<file path="src/rtl/program_counter.sv">
// program_counter: fetch-stage PC register for an RV32 pipeline.
// Holds the current instruction address and offers its sequential
// successor combinationally. Each rising edge loads either the
// sequential address or an ALU branch/jump target.
module program_counter #(
  parameter int unsigned            XLEN         = 32,
  parameter logic [XLEN-1:0]        RESET_VECTOR = 32'h0000_0000,
  parameter int unsigned            INC          = 4
) (
  input  logic            clk,
  input  logic            rst,
  input  logic            sel_pc,
  input  logic [XLEN-1:0] in_pc,
  input  logic [XLEN-1:0] in_alu,
  output logic [XLEN-1:0] pc_nxt,
  output logic [XLEN-1:0] pc
);

  // Increment sized to the address width so the add wraps modulo 2^XLEN.
  localparam logic [XLEN-1:0] INC_W = XLEN'(INC);

  logic [XLEN-1:0] pc_q;
  logic [XLEN-1:0] pc_d;

  // Jump/branch targets never carry bit 0 (JALR rule); bit 1 is kept so
  // misalignment can still be detected downstream.
  function automatic logic [XLEN-1:0] clear_lsb(input logic [XLEN-1:0] addr);
    logic [XLEN-1:0] res;
    res      = addr;
    res[0]   = 1'b0;
    return res;
  endfunction

  // Next-PC select: ALU target when sel_pc is high, else the sequential address.
  always_comb begin
    pc_d = pc_q;
    if (sel_pc) begin
      pc_d = clear_lsb(in_alu);
    end else begin
      pc_d = in_pc;
    end
  end

  // PC register with synchronous reset that overrides any select.
  always_ff @(posedge clk) begin
    if (rst) begin
      pc_q <= RESET_VECTOR;
    end else begin
      pc_q <= pc_d;
    end
  end

  assign pc     = pc_q;
  // Successor follows pc with no added latency.
  assign pc_nxt = pc_q + INC_W;

endmodule

</file>
<file path="config.mk">
export PLATFORM = sky130hd
export DESIGN_NAME = program_counter
export DESIGN_NICKNAME = d
export VERILOG_FILES = /design/src/rtl/program_counter.sv
export SDC_FILE = /design/constraint.sdc
export NUM_CORES = 1
export LEC_CHECK = 0
export ABC_AREA = 1
export BUFFER_PORTS_ARGS = -buffer_cell sky130_fd_sc_hd__buf_4
export CORE_MARGIN = 2
export CORE_UTILIZATION = 25
export DETAILED_ROUTE_END_ITERATION = 8
export GPL_TIMING_DRIVEN = 1
export HOLD_SLACK_MARGIN = 0.05
export PLACE_DENSITY = 0.58
export RECOVER_POWER = 100
export SYNTH_ARGS = -nofsm -noshare
export SYNTH_HDL_FRONTEND = slang
export SYNTH_SLANG_ARGS = --single-unit
export TNS_END_PERCENT = 1
</file>
<file path="constraint.sdc">
create_clock -name clk -period 1.5 [get_ports clk]
set_input_delay 0.45 -clock clk [delete_from_list [all_inputs] [get_ports clk]]
set_output_delay 0.45 -clock clk [all_outputs]
set_load 0.005 [all_outputs]
</file>
# After elaboration in Yosys (flattened, before gate mapping)
# Index checks and enable logic that the tools add are counted.
# W data, S select, Z words.
# totals
regBits	32
input_bits	67
out_inout_bits	64
word_cells	5
# classes
add_sub_neg	1
mux	1
reduce_logical	1
# op_table
cell	count
$add A32 B3 Y32 const B	1
$mux W32	1
$reduce_or A2 Y1	1

# Logic depth before layout (Yosys ltp)
# logic_depth
depth_word	1
mapped_depth	8

# Worst setup path after synthesis
# Ideal clock, no wire load.
# synth_path
path_type	reg-to-output
start	register pc_q[3] (netlist: pc[3])
end	output port pc_nxt[18]
t_arrival_ns	1.183
required_ns	1.050
setup_slack_ns	-0.133
stages_incl_launch_ff	7
path_buffers	0
path_cell_list	dfxtp_1 ha_1 nand2_1 nor2_2 nand2_4 nor2_4 xor2_1
# synth_between
elab_chain_cells	1
# synth_rtl
item	line	source
start, declared	22	logic [XLEN-1:0] pc_q;
start signal, assigned	49	pc_q <= pc_d;
$add A32 B3 Y32	55	assign pc_nxt = pc_q + INC_W;
end, declared	15	output logic [XLEN-1:0] pc_nxt,
# Every way passes these cells.

# Worst setup path in the final report
# layout_path
start	register pc_q[2] (netlist: pc[2])
end	output port pc_nxt[28]
# Same word-level chain as after synthesis.

==> metrics.cfg <==
[route]
wl_met2_um = 3380
highest_layer = met4
drc = 0
wl_met3_um = 346
routed_via_density = 4.202
drt_wl_total_um = 7168
wl_met1_um = 3255
via_count = 2492
wire_per_inst_um = 12.09
drt_iter0_drc = 80
drtPass1Iterations = 4
drtAntennaViolNets = 0

[clock_network]
cts_sinks = 32
h-tree-depth = 2
cts_tree = yes
cts.path.max_buffers = 2
cts_buffers = 5
clkTransAtPathRegs_ns = 0.07
cts_root_buffer = clkbuf_8

[placement]
gp_congestion = 0.8066
dp_hpwl_um = 5865
io_buffers = 129
place_area_um2 = 3431

[power_and_ir_drop]
clockPowerShare = 0.283
p_leak_nw = 1.872
swShare = 0.2720
p_int_mw = 1.610
ir_worst_vdd_mv = 0.4324
p_seq_frac = 0.441
power_mw = 2.212
p_comb_frac = 0.276
p_per_area_nw_per_um2 = 605.6
switchingPower_mw = 0.6017

[cells_and_area]
nets = 558
area_growth_pct = 83.35
drive_gt1_frac = 0.5051
fillers = 786
largest_register_ff_count = 32
utilization = 0.4726
diodes = 0
final_cell_mix = 170 x buf_4, 133 x nand2_1, 31 x a21oi_1
stdcell_area_um2 = 3652
layout_commonest_cell = buf_4

[run_status]
status = finished, violations left
violations = negative setup slack

[global_routing]
grt_first_pass_wirelength_um = 11290
overflow = 0
grt_max_degree = 33
grt_pass1_vias = 2454
antenna_found_initial = 0
grt.total_usage = 0.1630

[sta]
setup_tns_ns = -11.13
fin_crit_sh = 1.318
hold_viol = 0
rsz0062_at_grt = true
setup_viol = 28
setup_ws_ns = -0.4777
worst_hold_slack_ns = 0.4138
max_slew_margin = 0.5787
max_freq_ghz = 0.5056
final-max-slew-violation-count = 0
max_slew.worst_pin.slew_ns = 0.6320
fin_crit_ns = 1.978

[synthesis]
ys_types = 22
synth_cells = 314
synth-simple-area-share = 0.4592
syn_area_per_cell_um2 = 6.344
yosys_warnings = 0
muxShareOfSynthArea = 0
ys_seq_elements = 32
synth_fa_ha_area_frac = 0.006281
synth_compound_area_frac = 0.08040
synth_top_family_by_area = simple AND/OR/NAND/NOR gates
syn_nets = 382
syn_area_um2 = 1992
synth_seq_area_share = 0.3216
synthXorXnorAreaFrac = 0.06972

[setup_path]
startpoint_type = register
cp.arrival_ns = 1.53
cp-end-kind = primary output
worstSetupPathType = register to primary output
crit_path_max_fanout = 3
cp.required_ns = 1.05

[floorplan]
die_w_um = 93.26
start_util = 0.2578
die_h_um = 93.26
dieArea_um2 = 8697
rows = 32
core_um2 = 7727
ios = 131

[hold_path]
hold_depth = 3
hp-class = input pin to register

[flow_run]
cap_viol_max_count = 0

cell families after synthesis:
logic type	after synthesis
AOI/OAI and AO/OA	32
and+or+nand+nor	204
DFF	32
adders and majority gates	1
xor gates and xnor gates	15
buffers and inverters	30
layout make-up:
type / count / area (um^2) / area share
clock buffer: 7 / 76.32 / 0.02090
clock inverter: 1 / 5.005 / 0.001370
inverter: 18 / 67.56 / 0.01850
multi-input combinational: 252 / 1339 / 0.3666
sequential: 32 / 680.7 / 0.1864
tap: 102 / 127.6 / 0.03494
timing repair buffer: 181 / 1356 / 0.3714
through the flow:
stage               setup WS (ns)  cells
floorplan                -0.03586    314
global placement          -0.2573    583
detailed placement        -0.2779    583
CTS                       -0.4695    593
global route              -0.5753    593
finish                    -0.4777    593
worst paths after layout:
kind  slack (ns)               end        startpoint
min         0.41  pc[3]$_SDFF_PP0_          in_pc[3]
max        -0.48        pc_nxt[28]  pc[2]$_SDFF_PP0_
what timing repair did:
action,CTS,global route
gates resized for setup,37,17
setup buffers,2,0
endpoints found under the setup margin,28,29
pin swaps,13,5
hold buffers,0,0
power groups by stage:
stage	Combinational (mW)	Sequential, mW	Clock [mW]
floorplan	0.170	0.982	0
global placement	0.600	0.987	0
detailed placement	0.605	0.987	0
CTS	0.616	0.974	0.652
global route	0.670	0.983	0.687
finish	0.611	0.975	0.626
cell usage after synthesis:
cell type  count  share of area
nor2_1        30          0.057
nor3b_1        1         0.0038
buf_2          4          0.010
dfxtp_1       32           0.32
nor2_2         4          0.013
nand2_2        1         0.0031
a21oi_1       31          0.078
xor2_2         1         0.0082
inv_1         18          0.034
nor2_8         2          0.020
nand2_1      142           0.27
nand3b_1       7          0.026
clkbuf_1       6          0.011
nand2_4        3          0.017
ha_1           1         0.0063
xnor2_1        5          0.022
o21ai_0        1         0.0025
buf_4          2         0.0075
nor2_4         5          0.028
xor2_1         9          0.040
nand3_1        7          0.018
and2_1         2         0.0063
metal layers:
| metal | GRT usage | vias to the layer above |
|---|---|---|
| li1 | - | 1316 |
| met1 | 0.2152 | 1087 |
| met2 | 0.2614 | 75 |
| met3 | 0.02740 | 14 |
| met4 | 0.06985 | 0 |
| met5 | 0 | - |
critical path, cell delays in order (launching register included):
cell and delay, ns:
dfxtp_4 0.37, ha_4 0.16, nand3_2 0.09, nor2_2 0.15, and2_4 0.16, nand2_1 0.05
nand2_1 0.05, nand2_1 0.07, buf_4 0.14
Note: power is estimated with default switching activity, not from simulation.
